<file path="config.mk">
export PLATFORM = sky130hd
export DESIGN_NAME = video_acc_inst_arbiter_flat
export DESIGN_NICKNAME = d
export VERILOG_FILES = /design/src/rtl/video_acc_inst_arbiter_if.sv /design/src/rtl/video_acc_inst_arbiter.sv /design/src/flat_wrapper.sv
export SDC_FILE = /design/constraint.sdc
export NUM_CORES = 1
export LEC_CHECK = 0
export BUFFER_PORTS_ARGS = -buffer_cell sky130_fd_sc_hd__buf_2
export CELL_PAD_IN_SITES_DETAIL_PLACEMENT = 0
export CELL_PAD_IN_SITES_GLOBAL_PLACEMENT = 1
export CORE_ASPECT_RATIO = 1.75
export CORE_UTILIZATION = 36
export DETAILED_ROUTE_END_ITERATION = 7
export GPL_TIMING_DRIVEN = 0
export PLACE_DENSITY_LB_ADDON = 0.1
export RECOVER_POWER = 100
export SETUP_SLACK_MARGIN = 0.1
export SYNTH_ARGS = -nofsm -noshare
export SYNTH_HDL_FRONTEND = slang
export SYNTH_SLANG_ARGS = --single-unit
</file>
<file path="constraint.sdc">
create_clock -name clk -period 4.65 [get_ports clk]
set_clock_uncertainty 0.1 [all_clocks]
set_input_delay 0.2325 -clock clk [delete_from_list [all_inputs] [get_ports clk]]
set_output_delay 0.2325 -clock clk [all_outputs]
set_load 0.02 [all_outputs]
</file>
<file path="src/rtl/video_acc_inst_arbiter_if.sv">
`default_nettype none
// ============================================================================
// Module   : video_acc_inst_arbiter_if
// Brief    : Requester-side and FIFO-side bus bundle for the instruction arbiter.
// Revision : 1.0 - initial release
// ============================================================================
interface video_acc_inst_arbiter_if #(
  parameter int N_REQ      = 4,
  parameter int INST_WIDTH = 32
);
  localparam int ID_W = $clog2(N_REQ);

  logic [N_REQ-1:0]            req_valid;
  logic [N_REQ*INST_WIDTH-1:0] req_data;
  logic [N_REQ-1:0]            req_ready;
  logic                        out_valid;
  logic [INST_WIDTH-1:0]       out_data;
  logic                        out_ready;
  logic [ID_W-1:0]             grant_id;
  logic                        locked;
  logic [15:0]                 inst_count;

  modport master (
    output req_valid, req_data, out_ready,
    input  req_ready, out_valid, out_data, grant_id, locked, inst_count
  );

  modport slave (
    input  req_valid, req_data, out_ready,
    output req_ready, out_valid, out_data, grant_id, locked, inst_count
  );
endinterface
`default_nettype wire

</file>
<file path="src/rtl/video_acc_inst_arbiter.sv">
`default_nettype none
// ============================================================================
// Module   : video_acc_inst_arbiter
// Brief    : Round-robin instruction arbiter that keeps multi-word LOAD_FULL
//            instructions contiguous toward the instruction FIFO.
// Revision : 1.0 - initial release
// ============================================================================
module video_acc_inst_arbiter #(
  parameter int N_REQ      = 4,
  parameter int INST_WIDTH = 32
) (
  input  wire logic             clk,
  input  wire logic             rst,
  video_acc_inst_arbiter_if.slave bus
);
  localparam int               ID_W           = $clog2(N_REQ);
  localparam logic [5:0]       C_OP_LOAD_FULL = 6'h02;
  localparam logic [ID_W-1:0]  C_LAST_ID      = ID_W'(N_REQ - 1);
  localparam logic [ID_W:0]    C_N_REQ        = (ID_W+1)'(N_REQ);

  typedef enum logic [0:0] {
    S_IDLE   = 1'b0,
    S_LOCKED = 1'b1
  } state_t;

  state_t                r_state;
  state_t                w_state_nxt;
  logic [ID_W-1:0]       r_rr_ptr,   w_ptr_nxt;
  logic [ID_W-1:0]       r_owner,    w_owner_nxt;
  logic [1:0]            r_remaining, w_rem_nxt;
  logic [15:0]           r_inst_count, w_cnt_nxt;
  logic                  r_out_valid;
  logic [INST_WIDTH-1:0] r_out_data;
  logic [ID_W-1:0]       r_grant_id;

  logic [INST_WIDTH-1:0] w_words [N_REQ];
  logic                  w_slot_free;
  logic                  w_found;
  logic [ID_W-1:0]       w_winner;
  logic [ID_W:0]         w_sum;
  logic [ID_W-1:0]       w_idx;
  logic [N_REQ-1:0]      w_ready;
  logic                  w_accept;
  logic [ID_W-1:0]       w_sel;
  logic [INST_WIDTH-1:0] w_word;

  function automatic logic [ID_W-1:0] f_next_id(input logic [ID_W-1:0] id);
    return (id == C_LAST_ID) ? '0 : id + ID_W'(1);
  endfunction

  generate
    for (genvar g = 0; g < N_REQ; g++) begin : g_unpack
      assign w_words[g] = bus.req_data[g*INST_WIDTH +: INST_WIDTH];
    end
  endgenerate

  assign w_slot_free = !r_out_valid || bus.out_ready;

  // Scan from the farthest offset down so the nearest valid requester wins.
  always_comb begin
    w_found  = 1'b0;
    w_winner = '0;
    w_sum    = '0;
    w_idx    = '0;
    for (int k = N_REQ - 1; k >= 0; k--) begin
      w_sum = {1'b0, r_rr_ptr} + (ID_W+1)'(k);
      if (w_sum >= C_N_REQ) begin
        w_sum = w_sum - C_N_REQ;
      end
      w_idx = w_sum[ID_W-1:0];
      if (bus.req_valid[w_idx]) begin
        w_found  = 1'b1;
        w_winner = w_idx;
      end
    end
  end

  always_comb begin
    w_state_nxt = r_state;
    w_ptr_nxt   = r_rr_ptr;
    w_owner_nxt = r_owner;
    w_rem_nxt   = r_remaining;
    w_cnt_nxt   = r_inst_count;
    w_ready     = '0;
    w_accept    = 1'b0;
    w_sel       = r_owner;
    case (r_state)
      S_IDLE: begin
        if (w_slot_free && w_found) begin
          w_ready[w_winner] = 1'b1;
          w_accept          = 1'b1;
          w_sel             = w_winner;
          if (w_words[w_winner][5:0] == C_OP_LOAD_FULL) begin
            w_state_nxt = S_LOCKED;
            w_owner_nxt = w_winner;
            w_rem_nxt   = 2'd2;
          end else begin
            w_ptr_nxt = f_next_id(w_winner);
            w_cnt_nxt = r_inst_count + 16'd1;
          end
        end
      end
      S_LOCKED: begin
        // Continuation words are passed through without opcode decode.
        if (w_slot_free) begin
          w_ready[r_owner] = 1'b1;
          if (bus.req_valid[r_owner]) begin
            w_accept = 1'b1;
            if (r_remaining == 2'd1) begin
              w_state_nxt = S_IDLE;
              w_ptr_nxt   = f_next_id(r_owner);
              w_cnt_nxt   = r_inst_count + 16'd1;
              w_rem_nxt   = 2'd0;
            end else begin
              w_rem_nxt = r_remaining - 2'd1;
            end
          end
        end
      end
      default: begin
        w_state_nxt = S_IDLE;
      end
    endcase
  end

  assign w_word = w_words[w_sel];

  always_ff @(posedge clk or posedge rst) begin
    if (rst) begin
      r_state      <= S_IDLE;
      r_rr_ptr     <= '0;
      r_owner      <= '0;
      r_remaining  <= 2'd0;
      r_inst_count <= 16'd0;
    end else begin
      r_state      <= w_state_nxt;
      r_rr_ptr     <= w_ptr_nxt;
      r_owner      <= w_owner_nxt;
      r_remaining  <= w_rem_nxt;
      r_inst_count <= w_cnt_nxt;
    end
  end

  always_ff @(posedge clk or posedge rst) begin
    if (rst) begin
      r_out_valid <= 1'b0;
      r_out_data  <= '0;
      r_grant_id  <= '0;
    end else if (w_accept) begin
      r_out_valid <= 1'b1;
      r_out_data  <= w_word;
      r_grant_id  <= w_sel;
    end else if (bus.out_ready) begin
      r_out_valid <= 1'b0;
    end
  end

  assign bus.req_ready  = rst ? '0 : w_ready;
  assign bus.out_valid  = r_out_valid;
  assign bus.out_data   = r_out_data;
  assign bus.grant_id   = r_grant_id;
  assign bus.locked     = (r_state == S_LOCKED);
  assign bus.inst_count = r_inst_count;
endmodule
`default_nettype wire
</file>
<file path="src/flat_wrapper.sv">
// flat-port wrapper written by rule: the top's interface ports become plain ports
module video_acc_inst_arbiter_flat 
#(
  parameter int N_REQ      = 4,
  parameter int INST_WIDTH = 32
)
  (clk, rst, bus_req_valid, bus_req_data, bus_out_ready, bus_req_ready, bus_out_valid, bus_out_data, bus_grant_id, bus_locked, bus_inst_count);
  video_acc_inst_arbiter_if #(.N_REQ(N_REQ), .INST_WIDTH(INST_WIDTH)) bus_i ();
  input  wire logic clk;
  input  wire logic rst;
  input wire logic [$bits(bus_i.req_valid)-1:0] bus_req_valid;
  input wire logic [$bits(bus_i.req_data)-1:0] bus_req_data;
  input wire logic [$bits(bus_i.out_ready)-1:0] bus_out_ready;
  output wire logic [$bits(bus_i.req_ready)-1:0] bus_req_ready;
  output wire logic [$bits(bus_i.out_valid)-1:0] bus_out_valid;
  output wire logic [$bits(bus_i.out_data)-1:0] bus_out_data;
  output wire logic [$bits(bus_i.grant_id)-1:0] bus_grant_id;
  output wire logic [$bits(bus_i.locked)-1:0] bus_locked;
  output wire logic [$bits(bus_i.inst_count)-1:0] bus_inst_count;
  assign bus_i.req_valid = bus_req_valid;
  assign bus_i.req_data = bus_req_data;
  assign bus_i.out_ready = bus_out_ready;
  assign bus_req_ready = bus_i.req_ready;
  assign bus_out_valid = bus_i.out_valid;
  assign bus_out_data = bus_i.out_data;
  assign bus_grant_id = bus_i.grant_id;
  assign bus_locked = bus_i.locked;
  assign bus_inst_count = bus_i.inst_count;
  video_acc_inst_arbiter #(.N_REQ(N_REQ), .INST_WIDTH(INST_WIDTH)) u_core (.clk(clk), .rst(rst), .bus(bus_i));
endmodule
</file>
==> reports/results.ini, run 1 <==
[logic_synthesis]
seq_area_frac_synth_pct = 39.12
syn_nets = 502
async_reset_ff_share_pct = 100.0
synth_warnings = 0
netlist_instances = 357
synth_area_sq_um = 3710
yosysTopAreaCell = dfrtp_1
synth.avg_cell_area_sq_um = 10.39
synth_top_area_share_pct = 39.12
synth.area.top_cells = dfrtp_1 39%, mux2i_1 19%, o221ai_1 7.6%
netlist-cell-type-count = 46
ys_seq_elements = 58
synth-edff-count = 0
ys.flop_type = dfrtp_1

[global_route]
grt_remaining_overflow = 0
grt_pass1_wl_microns = 18700
antenna_found_initial = 0
track_usage_pct = 23.16
first_global_vias = 3625
grt_max_degree = 42

[die]
fp-row-count = 48
dieHeight_microns = 136.3
ioPinCount = 191
dieArea_sq_um = 10730
core_area_sq_um = 9910
initial_core_util_pct = 37.44
die_w_microns = 78.74

[clock_tree]
numCtsBuffers = 9
clockRootBuffer = clkbuf_16
htreeDepth = 3
clk_latency_ps = 330
tritoncts = built
clk_path_buf_depth = 2
numClockSinks = 58
path_clk_slew_ps = 50

[placed_design]
gp_congestion = 0.8023
dpl_cell_area_sq_um = 4837
hpwl_microns = 9799
io_buffers = 190

[sta]
layout_min_cycle_time_ps = 3244
hold_ws_ps = 113.2
setup_viol = 0
fin_setup_tns_ps = 0
relSlewSlack_pct = 41.15
final_hold_viol_count = 0
timing.final.crit_share_pct = 69.76
worstMarginPinSlew_ps = 873.6
drv_slew = 0
grt_setup_unrepaired = no
fmax_mhz = 308.3

[critical_path]
cp-end-kind = flop
crit_top_cell = clkbuf_1
crit_path_cell_trace = and2_0 -> o21ai_2 -> and2_2 -> clkbuf_1 -> inv_1 -> nor2_1 -> a21oi_1 -> clkbuf_1 -> buf_6 -> mux2i_1 -> o221ai_1
critPathKind = flop to flop
worst-path-max-fanout = 10
crit_path_start_kind = flop
cp_slowest_cell = clkbuf_1
critical_path.startpoint = u_core.r_rr_ptr[1]
critPathMaxStageDelay_ps = 690
cp.required_ps = 4740
crit_family = buffers and inverters
crit_buf_inv = 4
crit_arrival_ps = 3330
r2r-start = u_core.r_rr_ptr[1]

[pwr]
power_mw = 2.847
leakagePower_nw = 2.428
powerDensity_nw_per_um2 = 568.6
peakVddDrop_mv = 0.3254

[detailed_routing]
avgRoutedWirePerCell_microns = 17.87
avgViaCountPerCell = 5.251
met3_length_microns = 787
post-route-drc-count = 0
wl_met1_microns = 4557
drt_first_pass_iters = 4
vias = 3623
wl_met2_microns = 6756
totalWireLength_microns = 12330
route.top_layer_used = met4
drt_iter0_drc = 143
ant_nets = 0

[cells_and_area]
finalInstanceArea_sq_um = 5007
final_cell_mix = 134 x buf_2, 71 x clkbuf_1, 70 x mux2i_1
fill_cells = 1012
nets = 705
drive_gt1_share_pct = 29.73
mostFrequentLayoutCell = buf_2
diodes = 0
synthToLayoutAreaGrowth_pct = 34.97

[job]
max_cap_viol_count = 0

[worst_hold_path]
min_from = bus_req_data[57]
hold_path.class = primary input to flop

[outcome]
status = finished, final reports clean

## where the power goes
group,switching [mW],internal [mW]
Clock,0.230,0.440
Combinational,0.821,0.507
Sequential,0.148,0.702
Total,1.20,1.65
## metrics by stage
stage	instances	utilization [%]	worst slack, ps
final	690	50.53	1406
after global routing	690	50.53	1180
after CTS	690	51.99	1982
after detailed placement	673	48.81	2011
after global placement	672	48.61	1319
after floorplan	357	-	2203
## registers in the layout, summed over array words and instances (netlist names)
name	count
u_core.r_owner	2
u_core.bus.grant_id	2
u_core.bus.inst_count	16
u_core.bus.out_valid	1
u_core.bus.out_data	32
u_core.r_remaining	2
u_core.r_rr_ptr	2
u_core.bus.locked	1
## cells by family (layout without fill, tap and decap cells)
family	count (synthesis)	count (layout)	share of synthesized area [%]
simple gates	109	109	14.47
fa+ha+maj	10	10	3.373
flops	58	58	39.12
mux	72	72	19.80
xor+xnor	15	15	4.553
buf+inv	30	238	4.756
compound gates	63	63	13.93
## cells in the mapped netlist, types with 2 or more instances
cell type	n
a21o_1	2
dfrtp_1	58
nand3b_1	3
nor4_1	4
o22ai_1	4
nand2_1	45
o211ai_1	2
a22oi_1	4
nor2b_1	2
o211ai_2	2
o221ai_1	32
nor3_1	3
nand2b_1	5
o211a_1	2
and3_1	4
mux2i_1	70
inv_1	8
nand4_1	4
clkbuf_1	12
a21oi_1	6
xnor2_2	5
buf_6	8
o2111ai_1	2
nand2_2	4
and2_1	2
o21ai_0	3
nor2_1	14
xnor2_1	9
ha_1	10
nand3_1	12
## area by class of cell
| class | count | area [sq um] | share of cell area, % |
|---|---|---|---|
| Multi-Input combinational cell | 269 | 2026 | 40.45 |
| Sequential cell | 58 | 1451 | 28.99 |
| Timing Repair Buffer | 192 | 910.9 | 18.19 |
| Clock buffer | 11 | 252.7 | 5.047 |
| Tap cell | 125 | 156.4 | 3.123 |
| Buffer | 21 | 123.9 | 2.474 |
| Clock inverter | 5 | 52.55 | 1.049 |
| Inverter | 9 | 33.78 | 0.6747 |
## final timing paths
path,endpoint,slack [ps],cells after the start
min in group asynchronous,u_core.bus.out_data[28],510,3
max in group asynchronous,u_core.bus.out_data[20],3240,4
min,u_core.bus.out_data[25],110,3
min reg2reg,u_core.bus.inst_count[15],370,1
max reg2reg,u_core.bus.out_data[6],1410,11
max,u_core.bus.out_data[6],1410,11
## worst min-delay path, stage by stage
cell and delay [ps]:
buf_2 80, mux2i_1 60, o221ai_1 140
## layer usage
layer	vias to the layer above	GRT usage, %
met5	-	0
met4	0	8.642
met3	14	5.369
met2	133	43.91
met1	1741	24.13
li1	1735	-
## what timing repair did
action                                 in CTS  in global routing
gates resized for setup                     0                  0
buffers inserted                            0                  0
endpoints found under the hold margin      17                  0
hold buffers                                1                  0
No activity file was read; power rests on OpenSTA's default activity.
==> run 2, diff against run 1 <==
- CORE_UTILIZATION: 36 -> 34
- clock period: 4.65 -> 3.34 ns (I/O delays scaled with it)
==> run 2 against run 1 <==
Net effect:
- critical endpoint is now u_core.bus.out_data[28]
- global-route usage decreased by 0.93 points
- die area up 5.8%
- flip-flop and latch count is the same
- largest cell class unchanged
- total power is 40% higher
==> reports/results.ini, run 2 (synthesis results as in run 1) <==
[outcome]
status = finished, final reports clean

[sta]
worstMarginPinSlew_ps = 943.6  ; +70.07 ps
fin_setup_tns_ps = 0  ; unchanged
final_hold_viol_count = 0  ; unchanged
timing.final.crit_share_pct = 85.17  ; +15 points
relSlewSlack_pct = 37.02  ; -4.1 points
setup_viol = 0  ; unchanged
layout_min_cycle_time_ps = 2845  ; -399.2 ps
fmax_mhz = 351.5  ; +14%
grt_setup_unrepaired = no
drv_slew = 0  ; unchanged

[pwr]
leakagePower_nw = 2.434  ; +0.27%
peakVddDrop_mv = 0.3969  ; +22%
powerDensity_nw_per_um2 = 794.6  ; +40%

[clock_tree]
cts_hold_buf = 1  ; unchanged
numClockSinks = 58  ; unchanged
htreeDepth = 3  ; unchanged
clk_path_buf_depth = 2  ; unchanged
numCtsBuffers = 9  ; unchanged
clk_latency_ps = 330  ; about the same
path_clk_slew_ps = 50  ; about the same
tritoncts = built
cts_setup_buffers = 0  ; unchanged
clockRootBuffer = clkbuf_16
cts_resized = 0  ; unchanged

[global_route]
track_usage_pct = 22.23  ; -0.93 points
first_global_vias = 3662  ; +1.0%
antenna_found_initial = 1  ; +1
grt_remaining_overflow = 0  ; unchanged
grt_max_degree = 37  ; -12%
grt_pass1_wl_microns = 18760  ; +0.33%

[critical_path]
r2r-start = u_core.r_rr_ptr[1]
crit_arrival_ps = 2920  ; -410 ps
cp-end-kind = flop
critical_path.startpoint = u_core.r_rr_ptr[1]
ff2ff_setup_slack_ps = 500  ; -910 ps
crit_path_start_kind = flop
worst-path-max-fanout = 10  ; unchanged
cp.required_ps = 3420  ; -1320 ps
critPathKind = flop to flop

[cells_and_area]
largest_reg_flops = 32  ; unchanged
final_cell_mix = 134 x buf_2, 71 x clkbuf_1, 70 x mux2i_1
synthToLayoutAreaGrowth_pct = 34.94  ; about the same
nets = 705  ; unchanged
finalInstanceArea_sq_um = 5006  ; about the same
mostFrequentLayoutCell = buf_2
drive_gt1_share_pct = 29.73  ; unchanged

[die]
die_w_microns = 80.96  ; +2.8%
ioPinCount = 191  ; unchanged
dieArea_sq_um = 11350  ; +5.8%
core_area_sq_um = 10640  ; +7.3%
dieHeight_microns = 140.2  ; +2.9%
initial_core_util_pct = 34.88  ; -2.6 points
fp-row-count = 50  ; +4.2%

[detailed_routing]
post-route-drc-count = 0  ; unchanged
ant_nets = 0  ; unchanged
drt_first_pass_iters = 4  ; unchanged
drt_iter0_drc = 162  ; +13%
vias = 3636  ; +0.36%
avgRoutedWirePerCell_microns = 17.76  ; -0.60%
totalWireLength_microns = 12360  ; +0.26%
avgViaCountPerCell = 5.224  ; -0.51%

[worst_hold_path]
hold_path.class = primary input to flop
min_from = bus_req_data[25]

[placed_design]
dpl_cell_area_sq_um = 4843  ; +0.13%
io_buffers = 190  ; unchanged
hpwl_microns = 9708  ; -0.93%
gp_congestion = 0.7919  ; -1.3%

[job]
max_cap_viol_count = 0  ; unchanged

==> run 2: cell types whose count changed in the layout (fill, tap and decap cells not counted), sizes merged <==
cell	previous run	this run
clkinvlp	1	0
clkinv	3	1
clkbuf	82	85
diode	0	1
==> run 2: area by class of cell <==
cell class | instances | area [sq um]
tap | 130 | 162.7
inverter | 9 | 33.78
timing repair buffer | 192 | 895.9
antenna | 1 | 2.502
clock inverter | 2 | 35.03
sequential | 58 | 1451
clock buffer | 14 | 264.0
fill | 1095 | 5629
buffer | 21 | 133.9
multi-input combinational | 269 | 2027
==> run 2: worst paths after layout <==
kind,endpoint,depth (start not counted)
worst max-delay path,u_core.bus.out_data[28],11
worst min-delay path,u_core.bus.out_data[25],3
worst max register to register,u_core.bus.out_data[28],11
worst min register to register,u_core.bus.inst_count[15],1
max in group asynchronous,u_core.bus.inst_count[15],4
min in group asynchronous,u_core.r_rr_ptr[0],3
==> run 2: report_power, final <==
part           switching [mW]  internal (mW)
clock network           0.310          0.617
logic                    1.15          0.716
registers               0.206          0.977
==> run 2: through the flow <==
step                      utilization, %  setup slack, ps  power, mW  hold slack, ps  instances
after floorplan                        -             1024      2.527           276.3        357
after global placement             45.35            76.72      3.162           357.8        677
after detailed placement           45.54            652.8      3.197           152.0        678
after CTS                          48.45            624.0      4.139           51.01        695
after global routing               47.07            252.3      4.238           70.85        696
final                              47.07            495.3      3.978           51.28        696
==> run 2: layer usage <==
metal / vias up / global-route usage [%] / routed length [microns]
li1: 1735 / - / -
met1: 1750 / 22.65 / 4574
met2: 132 / 41.71 / 6799
met3: 19 / 5.407 / 763
met4: 0 / 8.553 / 227
met5: - / 0 / 0
==> run 2: worst max-delay path, stage by stage, from the launching register on <==
cell      delay [ps]
dfrtp_1          450
and2_0           210
o21ai_0          120
and2_2           210
buf_6            140
inv_2            120
nor2_1            50
a21oi_1          130
clkbuf_2         380
clkbuf_2         410
mux2i_1          240
o221ai_1         120
==> run 3, diff against run 2 <==
- ABC_AREA: not set -> 1
- CORE_UTILIZATION: 34 -> 32
- SKIP_CTS_REPAIR_TIMING: not set -> 1
==> run 3 against run 2 <==
Net effect:
- first-iteration DRC count shrank 3.1%
- final cell count grew 54%
- fmax grew 1.5%
- sequential power grew 7%
- clock-buffer cell count shrank 2
- total power grew 66%
- via count grew 37%
- critical endpoint is now u_core.bus.out_data[5]
- largest cell class unchanged
- largest power group unchanged
==> reports/results.ini, run 3 <==
[outcome]
status = finished, final reports clean

[global_route]
track_usage_pct = 22.09  ; -0.14 points
grt_max_degree = 32  ; -14%
grt_pass1_wl_microns = 24310  ; +30%
first_global_vias = 4912  ; +34%
antenna_found_initial = 1  ; unchanged
grt_remaining_overflow = 0  ; unchanged

[logic_synthesis]
synth-edff-count = 0  ; unchanged
synth_compound_area_share_pct = 3.792  ; -10 points
muxShareOfSynthArea_pct = 0.2264  ; -20 points
synth_top_family_by_area = simple AND/OR/NAND/NOR gates
yosys.area_share.simple_pct = 47.68  ; +33 points
synth_most_common_cell = nand2_1
seq_area_frac_synth_pct = 32.82  ; -6.3 points
netlist_instances = 688  ; +93%
syn_nets = 833  ; +66%
yosysTopAreaCell = dfrtp_1
synth_area_sq_um = 4422  ; +19%
async_reset_ff_share_pct = 100.0  ; unchanged
synth.avg_cell_area_sq_um = 6.427  ; -38%
synth_fa_ha_area_share_pct = 2.830  ; -0.54 points
netlist-cell-type-count = 35  ; -24%
ys_seq_elements = 58  ; unchanged
synth_top_area_share_pct = 32.82  ; -6.3 points
ys.flop_type = dfrtp_1
synth.area.top_cells = dfrtp_1 33%, nand2_1 19%, nand3_1 9.8%
synth_xor_area_share_pct = 2.971  ; -1.6 points
synth_common_cells = 226 x nand2_1, 113 x nor2_1, 87 x nand3_1, 58 x dfrtp_1, 56 x inv_1
synth_warnings = 0  ; unchanged

[placed_design]
io_buffers = 190  ; unchanged
hpwl_microns = 12600  ; +30%
gp_congestion = 0.8607  ; +8.7%

[cells_and_area]
synthToLayoutAreaGrowth_pct = 32.03
fill_cells = 1518  ; +39%
final_cell_mix = 228 x nand2_1, 145 x buf_2, 115 x nor2_1
nets = 1036  ; +47%
drive_gt1_share_pct = 20.98  ; -8.8 points
largest_reg_flops = 32  ; unchanged
mostFrequentLayoutCell = nand2_1

[detailed_routing]
post-route-drc-count = 0  ; unchanged
drt_first_pass_iters = 4  ; unchanged
avgRoutedWirePerCell_microns = 14.66  ; -17%
ant_nets = 0  ; unchanged
avgViaCountPerCell = 4.666  ; -11%
drt_iter0_drc = 157  ; -3.1%
vias = 4997  ; +37%
totalWireLength_microns = 15700  ; +27%

[clock_tree]
path_clk_slew_ps = 60  ; about the same
htreeDepth = 3  ; unchanged
numCtsBuffers = 9  ; unchanged
clk_path_buf_depth = 2  ; unchanged
clk_latency_ps = 330  ; about the same
tritoncts = built
clockRootBuffer = clkbuf_16
numClockSinks = 58  ; unchanged

[sta]
layout_min_cycle_time_ps = 2802  ; -42.88 ps
timing.final.crit_share_pct = 83.89  ; -1.3 points
setup_viol = 0  ; unchanged
grt_setup_unrepaired = no
hold_ws_ps = 54.79  ; +3.510 ps
worstMarginPinSlew_ps = 1156  ; +212.9 ps
fin_setup_tns_ps = 0  ; unchanged
fmax_mhz = 356.9  ; +1.5%
relSlewSlack_pct = 22.82  ; -14 points
final_hold_viol_count = 0  ; unchanged
drv_slew = 0  ; unchanged

[worst_hold_path]
min_from = bus_req_data[60]
hold_path.class = primary input to flop
hold_end = u_core.bus.out_data[28]
holdPathStages = 5  ; +2

[critical_path]
critPathKind = flop to flop
cp-end-kind = flop
ff2ff_setup_slack_ps = 540  ; +40 ps
r2r-start = u_core.r_rr_ptr[0]
ff2ff_path_depth = 14  ; +3
cp.required_ps = 3460  ; +40 ps
reg2reg_to = u_core.bus.out_data[5]
crit_path_start_kind = flop
crit_arrival_ps = 2920  ; about the same
worst-path-max-fanout = 10  ; unchanged

[die]
ioPinCount = 191  ; unchanged
die_w_microns = 90.86  ; +12%
initial_core_util_pct = 32.87  ; -2.0 points
dieArea_sq_um = 14310  ; +26%
dieHeight_microns = 157.5  ; +12%
core_area_sq_um = 13450  ; +26%
fp-row-count = 56  ; +12%

[pwr]
leakagePower_nw = 3.062  ; +26%
powerDensity_nw_per_um2 = 1130  ; +42%
peakVddDrop_mv = 0.4071  ; +2.6%

[job]
max_cap_viol_count = 0  ; unchanged

-- run 3: metrics by stage --
step                      setup slack [ps]  std cells  power, mW  area [sq um]  util (%)
final                                538.2       1071      6.595          5838     43.40
after global routing                 245.3       1071      7.266          5838     43.40
after CTS                            679.9       1069      6.853          5949     44.22
after detailed placement             842.2       1053      5.773          5610     41.70
after global placement               564.8       1052      5.680          5590     41.56
after floorplan                       1252        688      4.398          4422         -
-- run 3: worst max-delay path by stage --
stage                       start                       to
6_report       u_core.r_rr_ptr[0]   u_core.bus.out_data[5]
5_1_grt        u_core.r_rr_ptr[0]   u_core.bus.out_data[5]
3_3_place_gp                  rst  u_core.bus.out_data[21]
3_5_place_dp   u_core.r_rr_ptr[0]   u_core.bus.out_data[8]
2_1_floorplan  u_core.r_rr_ptr[0]         bus_req_ready[2]
4_1_cts        u_core.r_rr_ptr[0]         bus_req_ready[2]
-- run 3: cell families after synthesis --
| group | Yosys count |
|---|---|
| simple gates | 484 |
| buf+inv | 89 |
| fa+ha+maj | 10 |
| mux | 1 |
| xor+xnor | 15 |
| flops | 58 |
| compound gates | 31 |
-- run 3: cell type report --
type / instances / area [sq um] / share of cell area [%]
clock inverters: 4 / 72.57 / 1.243
clock buffers: 12 / 266.5 / 4.565
well taps: 174 / 217.7 / 3.729
flip-flops and latches: 58 / 1451 / 24.86
plain buffers: 29 / 198.9 / 3.408
repair buffers: 192 / 894.6 / 15.32
diodes: 1 / 2.502 / 0.04286
multi-input cells: 541 / 2509 / 42.97
inverters: 60 / 225.2 / 3.858
-- run 3: worst max-delay path, stage by stage (launching register included) --
cell,delay [ps]
dfrtp_1,390
buf_6,150
o21ai_2,180
nand2_1,90
nand2_1,80
inv_2,50
nand2_1,70
nand2_1,50
a21oi_1,350
o21ai_0,260
nor2_1,460
buf_6,230
nand2_1,60
nor2_1,110
nor2_1,60
-- run 3: report_power, final --
part           switching [mW]  internal, mW  total (mW)
clock                   0.333         0.712        1.05
combinational            2.89          1.39        4.29
sequential              0.220          1.04        1.26
total                    3.45          3.15        6.60
-- run 3: per-layer routing --
metal | share of wire (%) | track usage [%] | wire [microns] | vias to the layer above
met5 | 0 | 0 | 0 | -
met4 | 2.9 | 10.05 | 458 | 0
met3 | 5.4 | 4.589 | 842 | 27
met2 | 53 | 41.13 | 8345 | 158
met1 | 39 | 23.74 | 6052 | 2261
li1 | - | - | - | 2551
